**src/rtl/fabric_pkg.sv**
```systemverilog
`default_nettype none
// ============================================================================
//  Module      : fabric_pkg
//  Description : Shared definitions for the dataflow fabric: default field
//                widths, skid-buffer occupancy encoding and a helper that
//                computes the width of a tagged token.
//  Revision    : 1.0  initial release
// ============================================================================
package fabric_pkg;

    localparam int FABRIC_DATA_WIDTH = 32;
    localparam int FABRIC_TAG_WIDTH  = 4;

    // Occupancy of the two-entry skid buffer
    typedef enum logic [1:0] {
        SKID_EMPTY = 2'd0,   // nothing buffered
        SKID_MAIN  = 2'd1,   // main register holds a token
        SKID_FULL  = 2'd2    // main and skid registers both hold tokens
    } skid_state_e;

    // Width of a {tag, data} token
    function automatic int tagged_width(input int data_width, input int tag_width);
        return data_width + tag_width;
    endfunction

endpackage
`default_nettype wire

```
**src/rtl/fabric_skid_buffer.sv**
```systemverilog
`default_nettype none
// ============================================================================
//  Module      : fabric_skid_buffer
//  Description : Two-entry registered valid/ready buffer (main + skid).
//                Full throughput, registered outputs, no combinational path
//                from the input side to the output side.
//  Revision    : 1.0  initial release
// ============================================================================
module fabric_skid_buffer
    import fabric_pkg::*;
#(
    parameter int WIDTH = 32
) (
    input  logic             clk,
    input  logic             rst_n,
    input  logic             in_valid,
    output logic             in_ready,
    input  logic [WIDTH-1:0] in_data,
    output logic             out_valid,
    input  logic             out_ready,
    output logic [WIDTH-1:0] out_data
);

    skid_state_e      r_state;
    skid_state_e      w_state_next;
    logic [WIDTH-1:0] r_main_data;
    logic [WIDTH-1:0] r_skid_data;
    logic             w_in_fire;
    logic             w_load_main;
    logic             w_main_from_skid;
    logic             w_load_skid;

    // in_ready comes straight from the state register: high while the skid slot is free
    assign in_ready  = (r_state != SKID_FULL);
    assign out_valid = (r_state != SKID_EMPTY);
    assign out_data  = r_main_data;
    assign w_in_fire = in_valid && in_ready;

    // Occupancy state register
    always_ff @(posedge clk or negedge rst_n) begin
        if (!rst_n) begin
            r_state <= SKID_EMPTY;
        end else begin
            r_state <= w_state_next;
        end
    end

    // Next occupancy and which data register to load this cycle
    always_comb begin
        w_state_next     = r_state;
        w_load_main      = 1'b0;
        w_main_from_skid = 1'b0;
        w_load_skid      = 1'b0;
        case (r_state)
            SKID_EMPTY: begin
                if (w_in_fire) begin
                    w_load_main  = 1'b1;
                    w_state_next = SKID_MAIN;
                end
            end
            SKID_MAIN: begin
                if (out_ready) begin
                    // Main drains; a simultaneous input simply replaces it
                    if (w_in_fire) begin
                        w_load_main = 1'b1;
                    end else begin
                        w_state_next = SKID_EMPTY;
                    end
                end else if (w_in_fire) begin
                    w_load_skid  = 1'b1;
                    w_state_next = SKID_FULL;
                end
            end
            SKID_FULL: begin
                // No input accepted here; skid token moves up when main drains
                if (out_ready) begin
                    w_main_from_skid = 1'b1;
                    w_state_next     = SKID_MAIN;
                end
            end
            default: begin
                w_state_next = SKID_EMPTY;
            end
        endcase
    end

    // Data registers; main keeps its last value when the buffer empties
    always_ff @(posedge clk or negedge rst_n) begin
        if (!rst_n) begin
            r_main_data <= '0;
            r_skid_data <= '0;
        end else begin
            if (w_load_main) begin
                r_main_data <= in_data;
            end else if (w_main_from_skid) begin
                r_main_data <= r_skid_data;
            end
            if (w_load_skid) begin
                r_skid_data <= in_data;
            end
        end
    end

endmodule
`default_nettype wire

```
**src/rtl/fabric_del_tag_top.sv**
```systemverilog
`default_nettype none
// ============================================================================
//  Module      : fabric_del_tag_top
//  Description : Tag-stripping stage. Accepts {tag, data} tokens and emits
//                only the data field through a registered skid buffer. Tag
//                values are never inspected.
//  Revision    : 1.0  initial release
// ============================================================================
module fabric_del_tag_top
    import fabric_pkg::*;
#(
    parameter int DATA_WIDTH = FABRIC_DATA_WIDTH,
    parameter int TAG_WIDTH  = FABRIC_TAG_WIDTH
) (
    input  logic                                          clk,
    input  logic                                          rst_n,
    input  logic                                          in_valid,
    output logic                                          in_ready,
    input  logic [tagged_width(DATA_WIDTH, TAG_WIDTH)-1:0] in_data,
    output logic                                          out_valid,
    input  logic                                          out_ready,
    output logic [DATA_WIDTH-1:0]                         out_data
);

    localparam int c_IN_WIDTH = tagged_width(DATA_WIDTH, TAG_WIDTH);

    if (TAG_WIDTH < 1) begin : g_bad_tag_width
        $error("fabric_del_tag_top: TAG_WIDTH must be >= 1");
    end
    if (DATA_WIDTH < 1) begin : g_bad_data_width
        $error("fabric_del_tag_top: DATA_WIDTH must be >= 1");
    end

    logic [DATA_WIDTH-1:0] w_payload;
    logic                  w_unused_tag;

    // Tag bits are dropped; the reduction only marks them as intentionally unused
    assign w_payload    = in_data[DATA_WIDTH-1:0];
    assign w_unused_tag = ^in_data[c_IN_WIDTH-1:DATA_WIDTH];

    fabric_skid_buffer #(
        .WIDTH (DATA_WIDTH)
    ) u_skid (
        .clk       (clk),
        .rst_n     (rst_n),
        .in_valid  (in_valid),
        .in_ready  (in_ready),
        .in_data   (w_payload),
        .out_valid (out_valid),
        .out_ready (out_ready),
        .out_data  (out_data)
    );

endmodule
`default_nettype wire

```
**config.mk**
```make
export PLATFORM = sky130hd
export DESIGN_NAME = fabric_del_tag_top
export DESIGN_NICKNAME = d
export VERILOG_FILES = /design/src/rtl/fabric_pkg.sv /design/src/rtl/fabric_skid_buffer.sv /design/src/rtl/fabric_del_tag_top.sv
export SDC_FILE = /design/constraint.sdc
export NUM_CORES = 1
export LEC_CHECK = 0
export ABC_AREA = 1
export BUFFER_PORTS_ARGS = -buffer_cell sky130_fd_sc_hd__buf_2
export CAP_MARGIN = 30
export CORE_ASPECT_RATIO = 1.25
export CORE_MARGIN = 3
export CORE_UTILIZATION = 45
export CTS_CLUSTER_SIZE = 28
export DETAILED_ROUTE_END_ITERATION = 8
export HOLD_SLACK_MARGIN = 0.08
export PLACE_DENSITY = 0.69
export SYNTH_ARGS = -nofsm -noshare
export SYNTH_HDL_FRONTEND = slang
export SYNTH_SLANG_ARGS = --single-unit
```
**constraint.sdc**
```tcl
create_clock -name clk -period 1.8 [get_ports clk]
set_clock_uncertainty 0.15 [all_clocks]
set_input_delay 0.09 -clock clk [delete_from_list [all_inputs] [get_ports clk]]
set_output_delay 0.09 -clock clk [all_outputs]
set_load 0.01 [all_outputs]
```
==> results.sh <==
export IMPL_status="complete, no violations"
export IMPL_grtUsageTotal_pct=18.7
export IMPL_vias=2742
export IMPL_core_mm2=0.00669
export IMPL_die_area_mm2=0.00806
export IMPL_combinationalPowerShare_pct=28.5
export IMPL_cp_common_cell="nand2_1"
export IMPL_clkTransAtPathRegs_ps=60
export IMPL_p_sw_w=0.00148
export IMPL_max_cap_viol_count=0
export IMPL_fin_crit_ps=1570
export IMPL_clock_fmax_mhz=639
export IMPL_drt_pass1_iter_count=4
export IMPL_instances_no_fill=582
export IMPL_switching_share_pct=32.6
export IMPL_relSlewSlack_pct=75.9
export IMPL_powerDensity_mw_per_mm2=1110
export IMPL_grtUsageMet1_pct=24.6
export IMPL_grt_max_degree=67
export IMPL_synth_seq_cells=66
export IMPL_dp_cells=535
export IMPL_start_util_pct=47.2
export IMPL_synth_avg_cell_area_um2=8.01
export IMPL_hp_class="in2async"
export IMPL_fin_crit_sh_pct=87.0
export IMPL_wl_mm=6.85
export IMPL_antenna_found_initial=0
export IMPL_hold_viol=0
export IMPL_clk_latency_ps=330
export IMPL_p_seq_share_pct=47.4
export IMPL_top_usage_layer="met2"
export IMPL_rsz0062_at_grt="no"
export IMPL_antenna_cells=0
export IMPL_setup_tns_ps=0
export IMPL_setup_worst_path_end_class="flip-flop"
export IMPL_critPathArrivalTime_ps=1630
export IMPL_startpoint_type="input port"
export IMPL_critPathMaxStageDelay_ps=550
export IMPL_postCtsSetupBuffers=0
export IMPL_areaGrowthSynthToFinish_pct=29.8
export IMPL_htreeDepth=3
export IMPL_drt_initial_drc_count=158
export IMPL_tightestPinTransition_ps=362
export IMPL_grt_use_met2_pct=30.0
export IMPL_syn_area_mm2=0.00315
export IMPL_crit_chain="dlygate4sd3_1 -> buf_2 -> inv_1 -> nand2_1 -> nand2_2 -> buf_4 -> o21ai_0 -> nand2_1 -> nand2_1"
export IMPL_synth_top_cell_area_share_pct=52.4
export IMPL_leakagePower_nw=2.23
export IMPL_place_gp_congestion=0.702
export IMPL_placement_io_buffers=69
export IMPL_cts_resized=0
export IMPL_synth_nets=434
export IMPL_hpwl_mm=4.12
export IMPL_slew_violations=0
export IMPL_finalPower_w=0.00454
export IMPL_grt_pass1_wl_mm=11.8
export IMPL_die_h_um=99.6
export IMPL_yosysWarnings=0
export IMPL_grt_pass1_vias=2604
export IMPL_crit_required_ps=1870
export IMPL_fp_dieW_um=80.9
export IMPL_final_area_mm2=0.00409
export IMPL_num_io_pins=74
export IMPL_grt_ovfl_total=0
export IMPL_reg2reg_depth=7
export IMPL_cts_buffers=9
export IMPL_ys_seq_area_share_pct=52.4
export IMPL_synthTopCellsByArea="dfrtp_1 52%, nand2_1 16%, inv_1 8.2%"
export IMPL_viasPerCell=4.71
export IMPL_yosys_area_top_type="dfrtp_1"
export IMPL_ant_nets=0
export IMPL_fin_nets=534
export IMPL_p_clk_share_pct=24.0
export IMPL_clockBufferDepth=2
export IMPL_synth_distinct_cells=14
export IMPL_ir_worst_vdd_mv=0.607
export IMPL_num_rows=33
export IMPL_hold_buffers=35
export IMPL_syn_inst=394
export IMPL_p_int_w=0.00306
export IMPL_criticalPathCategory="in2reg"
export IMPL_finalSetupViolCount=0
export IMPL_use_met3_pct=2.99
export IMPL_crit_fanout=27
export IMPL_drc_errors=0
export IMPL_crit_path_top_delay_cell="dlygate4sd3_1"
export IMPL_cts_tree="done"
export IMPL_wl_per_cell_um=11.8
export IMPL_dpl_cell_area_mm2=0.00358
export IMPL_clock_sinks=66
export IMPL_root_buffer="clkbuf_8"
export IMPL_drive_gt1_share_pct=23.2
-- synth_stat cells --
cell	instances
dfrtp_1	66
inv_1	69
nand2_1	132
buf_2	11
o21ai_0	23
clkbuf_1	3
buf_6	4
o21ai_2	20
inv_2	1
nand2_2	1
buf_4	6
o21ai_1	22
nand3_1	35
nor2_2	1
-- flip-flops by register name, summed over array words and instances (netlist names) --
name,flops
u_skid.out_data,32
u_skid.r_skid_data,32
u_skid.r_state,2
-- cells by family after synthesis --
| logic type | count (synthesis) | share of synthesized area, % |
|---|---|---|
| compound gates | 65 | 12.7 |
| buf+inv | 94 | 13.3 |
| flops | 66 | 52.4 |
| simple gates | 169 | 21.7 |
-- worst paths after layout --
path                                       startpoint                    end  slack [ps]
worst min register to register  u_skid.r_skid_data[9]  u_skid.r_skid_data[9]         330
max in group asynchronous                       rst_n    u_skid.out_data[18]        1040
worst min-delay path                            rst_n     u_skid.out_data[1]         160
worst max register to register      u_skid.r_state[1]    u_skid.out_data[11]         320
min in group clk                u_skid.r_skid_data[9]  u_skid.r_skid_data[9]         330
worst max-delay path                        out_ready    u_skid.out_data[28]         230
-- power by group through the flow --
stage                     Clock, W  Combinational, W  Sequential [W]
after global routing       0.00118           0.00150         0.00222
after detailed placement         0           0.00126         0.00218
after CTS                  0.00112           0.00132         0.00216
after floorplan                  0          0.000746         0.00224
after global placement           0           0.00122         0.00217
final                      0.00109           0.00130         0.00216
-- metrics by stage --
step	util, %	worst slack, ps	hold slack (ps)
floorplan	-	513	-356
global placement	53.5	342	-9.66
detailed placement	53.5	322	-10.1
CTS	61.2	286	161
global route	61.2	95.0	198
finish	61.2	235	158
-- cell type report --
class	count	area, µm²
clock buffer	12	165
sequential	66	1650
tap	87	109
fill	603	2600
multi-input combinational	234	1090
inverter	70	263
timing repair buffer	113	813
-- layout by cell type (no fill, tap or decap), drive strengths merged --
cell	netlist	layout
clkbuf	3	12
nor2	1	1
o21ai	65	65
nand2	133	133
inv	70	70
dfrtp	66	66
dlygate4sd3	0	35
nand3	35	35
buf	21	78
-- per-layer routing --
| metal | vias up | wire [µm] |
|---|---|---|
| met1 | 1268 | 3130 |
| met3 | 10 | 324 |
| met2 | 71 | 3260 |
| li1 | 1393 | - |
| met5 | - | 0 |
| met4 | 0 | 133 |
-- critical path, delay by kind of cell --
family,cells,cell delay (ps)
simple gates,4,300
buf+inv,4,1080
compound gates,1,140
No activity file was read; power rests on OpenSTA's default activity.
